### src/rtl/sys_defs.sv
// Shared rename-stage definitions: physical tag and free-list pointer types.
// Used by the free list, ROB, map table and branch stack.
package sys_defs;

  localparam int unsigned PRF_W    = 6;
  localparam int unsigned FL_DEPTH = 32;
  localparam int unsigned HT_W     = 5;

  typedef logic [PRF_W-1:0] preg_t;
  // The MSB is the wrap bit. It distinguishes full from empty when the indices match.
  typedef logic [HT_W:0]    fl_ptr_t;

endpackage

### src/rtl/preg_free_fifo.sv
// Physical-register free list. This is a circular FIFO of free tags with a wrap-bit
// head and tail. Dispatch pops at the head, and retire pushes Told at the tail.
// Branch recovery reloads the head from a checkpoint in one cycle.
// Optional macro FL_DEBUG_EN adds the debug ports array_o, head_o and tail_o,
// plus simulation assertions.
module preg_free_fifo
  import sys_defs::*;
#(
  parameter int unsigned PRF_W    = sys_defs::PRF_W,
  parameter int unsigned FL_DEPTH = sys_defs::FL_DEPTH,
  parameter int unsigned HT_W     = sys_defs::HT_W
) (
  input  logic             clk,
  input  logic             rst,
  input  logic             dispatch_en_i,
  input  logic             retire_en_i,
  input  logic [PRF_W-1:0] retire_preg_i,
  input  logic             recover_en_i,
  input  logic [HT_W:0]    recover_head_i,
`ifdef FL_DEBUG_EN
  output logic [PRF_W-1:0] array_o [FL_DEPTH],
  output logic [HT_W:0]    head_o,
  output logic [HT_W:0]    tail_o,
`endif
  output logic             free_preg_vld_o,
  output logic [PRF_W-1:0] free_preg_o,
  output logic [HT_W:0]    free_preg_cur_head_o,
  output logic [HT_W:0]    free_cnt_o
);

  logic [PRF_W-1:0] fl_array [FL_DEPTH];
  logic [HT_W:0]    head;
  logic [HT_W:0]    tail;
  logic             do_pop;

  // Outputs depend on registered state only, so there is no path from an input to an output.
  always_comb begin
    free_cnt_o           = tail - head;
    free_preg_vld_o      = (head != tail);
    free_preg_o          = fl_array[head[HT_W-1:0]];
    free_preg_cur_head_o = head;
    do_pop               = dispatch_en_i && free_preg_vld_o && !recover_en_i;
  end

  // Pointer and array update. Recovery overrides a pop. The push is independent of both.
  always_ff @(posedge clk) begin
    if (rst) begin
      head <= '0;
      tail <= {1'b1, {HT_W{1'b0}}};
      for (int unsigned i = 0; i < FL_DEPTH; i++) begin
        fl_array[i] <= PRF_W'(FL_DEPTH + i);
      end
    end else begin
      if (retire_en_i) begin
        fl_array[tail[HT_W-1:0]] <= retire_preg_i;
        tail                     <= tail + (HT_W+1)'(1);
      end
      if (recover_en_i) begin
        head <= recover_head_i;
      end else if (do_pop) begin
        head <= head + (HT_W+1)'(1);
      end
    end
  end

`ifdef FL_DEBUG_EN
  logic recover_q;

  // Debug visibility of the raw state.
  always_comb begin
    array_o = fl_array;
    head_o  = head;
    tail_o  = tail;
  end

  // Remember the recovery so that the occupancy bound can be checked in the following cycle.
  always_ff @(posedge clk) begin
    if (rst) recover_q <= 1'b0;
    else     recover_q <= recover_en_i;
  end

  // Protocol checks: no push when full, sane occupancy after recovery, no X on the enables.
  always_ff @(posedge clk) begin
    if (!rst) begin
      assert (!(retire_en_i && (free_cnt_o == (HT_W+1)'(FL_DEPTH))))
        else $error("free list: retire while full");
      assert (!recover_q || (free_cnt_o <= (HT_W+1)'(FL_DEPTH)))
        else $error("free list: occupancy exceeds depth after recovery");
      assert (!$isunknown({dispatch_en_i, retire_en_i, recover_en_i}))
        else $error("free list: X on enable");
    end
  end
`endif

endmodule

### config.mk
export PLATFORM = sky130hd
export DESIGN_NAME = preg_free_fifo
export DESIGN_NICKNAME = d
export VERILOG_FILES = /design/src/rtl/sys_defs.sv /design/src/rtl/preg_free_fifo.sv
export SDC_FILE = /design/constraint.sdc
export NUM_CORES = 1
export LEC_CHECK = 0
export CAP_MARGIN = 15
export CORE_ASPECT_RATIO = 1.2
export CORE_MARGIN = 2
export CORE_UTILIZATION = 35
export DETAILED_ROUTE_END_ITERATION = 7
export HOLD_SLACK_MARGIN = 0.03
export PLACE_DENSITY_LB_ADDON = 0.1
export SLEW_MARGIN = 30
export SYNTH_ARGS = -nofsm -noshare
export SYNTH_HDL_FRONTEND = slang
export SYNTH_SLANG_ARGS = --single-unit
### constraint.sdc
create_clock -name clk -period 3.1 [get_ports clk]
set_input_delay 0.31 -clock clk [delete_from_list [all_inputs] [get_ports clk]]
set_output_delay 0.31 -clock clk [all_outputs]
set_load 0.005 [all_outputs]
==> key figures, run 1 <==
Run
  – Max-cap violations: 0

Final layout
  – Layout cells sized above 1: between 10% and 20%
  – Nets: ~770
  – Fill cell count: roughly 2600
  – Reg area: roughly 0.006 mm²
  – Layout area overhead: 15.58%
  – Antenna cell count: 0
  – Multi-input logic area: 0.003354 mm²
  – Post-Layout Cell Count: approximately 1100

Synth
  – Yosys top cell area share: roughly three fifths
  – Mapped Nets: around 750
  – Largest family of logic cells by synthesized area: simple AND/OR/NAND/NOR gates
  – Sequential area share after synthesis: 62.25%
  – Cells after Synth: 721
  – Post-synthesis mux area share: between 10% and 20%
  – Synth area leaders: edfxtp_1 (59%), mux4_2 (11%), or3_1 (4.0%), dfxtp_1 (3.5%), nor3_1 (2.3%)
  – Cell taking the most area after synthesis: edfxtp_1
  – Synth Area in XOR/XNOR: less than 1%
  – Post-synthesis async set-or-reset flop share: 0%
  – Top FF cell, synth: edfxtp_1
  – Simple-gate share of the synthesized area: 17.20%
  – Mapped Avg Cell Area: approximately 14 µm²
  – Yosys warnings: 0
  – Synth Area in Adders: under 10%
  – Number of synthesized flops with an enable pin: around 190
  – Mapped Area: slightly below 0.01 mm²
  – Post-synthesis compound-gate area fraction: between 3 and 4%
  – FF+latch count, synth: between 200 and 250
  – Netlist cell types: 45

Drt
  – Post-route ant nets: 0
  – Remaining routing DRC violations: 0
  – Via count: just under 6000
  – Initial DRC Count: 366
  – Wire per inst: about 22 µm
  – Vias per cell: between 5 and 6
  – Total wire length: roughly 25 mm
  – 1st-pass router iterations: 4

STA
  – Crit path time final: just under 3 ns
  – Clock skew: 0.006741 ns
  – Pins Over Slew Limit: 0
  – RSZ-0062 raised after global routing: false
  – Setup tns final: 0 ns
  – Period utilization: just under 100%
  – FMAX: 335.1 MHz
  – Worst slew margin relative to its limit: roughly half
  – Final setup fails: 0
  – Slew at the pin with the worst max-slew slack: 0.7257 ns
  – Hold Vio Cnt, Final: 0

Die
  – Core area: between 0.02 and 0.03 mm²
  – Chip width: 156.8 µm
  – Top-Level Pins: 36
  – Die area: between 0.02 and 0.03 mm²
  – Starting Density: a little over a third
  – Die Span Y: between 150 and 200 µm
  – Num rows: 67

Worst setup path
  – Crit path max fanout: 16
  – WP data required: 2.79 ns
  – Worst R2R Setup Slack: between 0.6 and 0.7 ns
  – Register-to-Register Path Depth: 5
  – RR Startpoint: tail[4]$_SDFFE_PP0P_
  – Setup CP Type: flop to output pin
  – Crit path launch type: flop
  – Worst Path Arrival: between 2 and 3 ns
  – CP Capture Type: output pin

Status
  – Status: finished clean

Clock network
  – CTS Hold Bufs: 0
  – Setup Buffers After CTS: 0
  – Post-CTS Resized: 0
  – CTS buffer count: 22
  – CTS Sinks: 209
  – Clk Latency, worst-skew pair: about 0.50 ns
  – Clock Pin Slew Worst Setup and Hold Paths: approximately 0.060 ns
  – CTS Root Buffer Type: clkbuf_16
  – TritonCTS clock tree: done
  – Max clock buf depth: 3
  – H-tree Lvls: 1

Hold path
  – Hold_sp: recover_head_i[5]
  – Hold EP: free_preg_cur_head_o[5]$_SDFFE_PP0P_
  – HP Class: input port to flop
  – Hold Path Depth: 3

Power
  – Sequential power share: 47.9%
  – Pwr dens: just under 600 mW/mm²
  – Clock power frac: 43.0%
  – Comb pwr share: 9.1%
  – Cell internal pwr: roughly 5.1 mW
  – Max VDD drop: between 0.0002 and 0.0003 V
  – Psw: 1.491 mW
  – Sw Ratio: 22.55%
  – Lkg Pwr: between 3 and 4 nW

Global route
  – Vias in the first global route: 6338
  – Global route overflow: 0
  – First-pass GRT wire length: 39.16 mm
  – Initial antenna violation count: 0
  – Pin count of the biggest net entering global routing: 52
  – Total track usage: roughly 18%

Placed design
  – Dpl cells: 1093
  – # port buffers: 35
  – GP Congestion: about 0.78
  – Post-DP HPWL: roughly 17 mm
==> worst max-delay path: stages (launching register included) <==
cell             delay [ns]
dfxtp_2                0.43
buf_4                  0.30
mux4_2                 0.23
o22ai_1                0.13
nor4_1                 0.47
clkdlybuf4s50_1        0.61
==> stage by stage <==
stage | hold slack, ns | util, % | setup WS [ns] | cell area [µm²] | total power [mW]
5_1_grt | 0.4222 | 40.85 | 0.06330 | 11340 | 6.832
2_1_floorplan | 0.4801 | - | 1.144 | 9808 | 3.567
6_report | 0.3973 | 40.85 | 0.1155 | 11340 | 6.613
4_1_cts | 0.3910 | 40.85 | 0.1099 | 11330 | 6.667
3_3_place_gp | 0.5775 | 38.00 | 0.5930 | 10540 | 3.834
3_5_place_dp | 0.5858 | 38.00 | 0.5192 | 10540 | 3.843
==> state kept, by name, indices dropped and copies added, names as in the netlist, named ones only <==
register	count
fl_array	192
free_preg_cur_head_o	6
tail	6
==> cells in the final DEF (no fill, tap or decap), drive strengths merged, types with 6 or more instances in the layout <==
cell type and instances:
edfxtp 192, o22ai 24, or3 64, and2 32, clkdlybuf4s50 34, clkbuf 30
xnor2 7, or2 35, dfxtp 17, nor3 45, nor2 48, inv 15
nor4 8, buf 23, a211oi 10, ha 10, nand3b 6, mux4 48
nand2 51
==> power groups by stage <==
stage	Sequential, mW	Clock (mW)	Combinational, mW
2_1_floorplan	3.21	0	0.361
3_3_place_gp	3.23	0	0.606
4_1_cts	3.17	2.88	0.617
3_5_place_dp	3.23	0	0.614
6_report	3.17	2.84	0.603
5_1_grt	3.17	3.00	0.653
==> synthesized netlist by cell type (3+ instances only) <==
library cell  number
edfxtp_1         192
or3_1             62
nand2_1           50
mux4_2            48
nor2_1            48
nor3_1            45
clkbuf_1          44
and2_1            32
or2_2             29
o22ai_1           24
dfxtp_1           17
inv_1             15
buf_2             11
a211oi_1          10
ha_1              10
nor4_1             8
xnor2_1            7
nand3b_1           6
or2_1              6
nand2b_1           5
nand4_1            5
buf_4              4
nand3_1            4
xor2_1             4
a31oi_1            3
buf_6              3
or3b_2             3
==> per-layer routing <==
metal	vias up	track usage, %	share of wire [%]
met3	41	2.317	3.9
met5	-	0	0
li1	2756	-	-
met2	137	31.80	52
met1	2973	22.54	42
met4	0	5.046	2.5
==> final cells by class <==
| type | count | share of cell area [%] |
|---|---|---|
| timing repair buffer | 57 | 4.834 |
| clock inverter | 10 | 1.225 |
| inverter | 15 | 0.4967 |
| sequential | 209 | 53.92 |
| multi-input combinational | 433 | 29.59 |
| tap | 379 | 4.183 |
| clock buffer | 30 | 5.751 |
==> worst max-delay path by stage <==
| stage | startpoint | end | slack (ns) | cells after the start |
|---|---|---|---|---|
| finish | flop | free_preg_o[4] | 0.12 | 5 |
| global placement | flop | free_preg_o[4] | 0.59 | 5 |
| CTS | flop | free_preg_o[0] | 0.11 | 5 |
| detailed placement | retire_en_i | fl_array[7][2]$_SDFFCE_PN1P_ | 0.52 | 6 |
| global route | tail[0]$_SDFFE_PP0P_ | free_cnt_o[4] | 0.06 | 8 |
| floorplan | tail[4]$_SDFFE_PP0P_ | fl_array[3][0]$_SDFFCE_PN1P_ | 1.14 | 5 |
==> cell families (layout without fill, tap and decap cells) <==
logic type	Yosys count	in the layout
AO/OA/AOI/OAI	48	48
multiplexers	50	50
flip-flops	209	209
XOR/XNOR	11	11
buffers and inverters	79	112
AND/OR/NAND/NOR	313	313
adder cells (fa/ha/maj)	11	11
(Power assumes the default switching activity.)
==> run 2, diff against run 1 <==
--- a/config.mk
+++ b/config.mk
@@ -9,6 +9,7 @@
 export CORE_ASPECT_RATIO = 1.2
 export CORE_MARGIN = 2
 export CORE_UTILIZATION = 35
+export CTS_CLUSTER_DIAMETER = 200
 export DETAILED_ROUTE_END_ITERATION = 7
 export HOLD_SLACK_MARGIN = 0.03
 export PLACE_DENSITY_LB_ADDON = 0.1
@@ -16,3 +17,4 @@
 export SYNTH_ARGS = -nofsm -noshare
 export SYNTH_HDL_FRONTEND = slang
 export SYNTH_SLANG_ARGS = --single-unit
+export TNS_END_PERCENT = 1
==> results of run 2 <==
Final layout, timing and power as in run 1 (identical DEF).
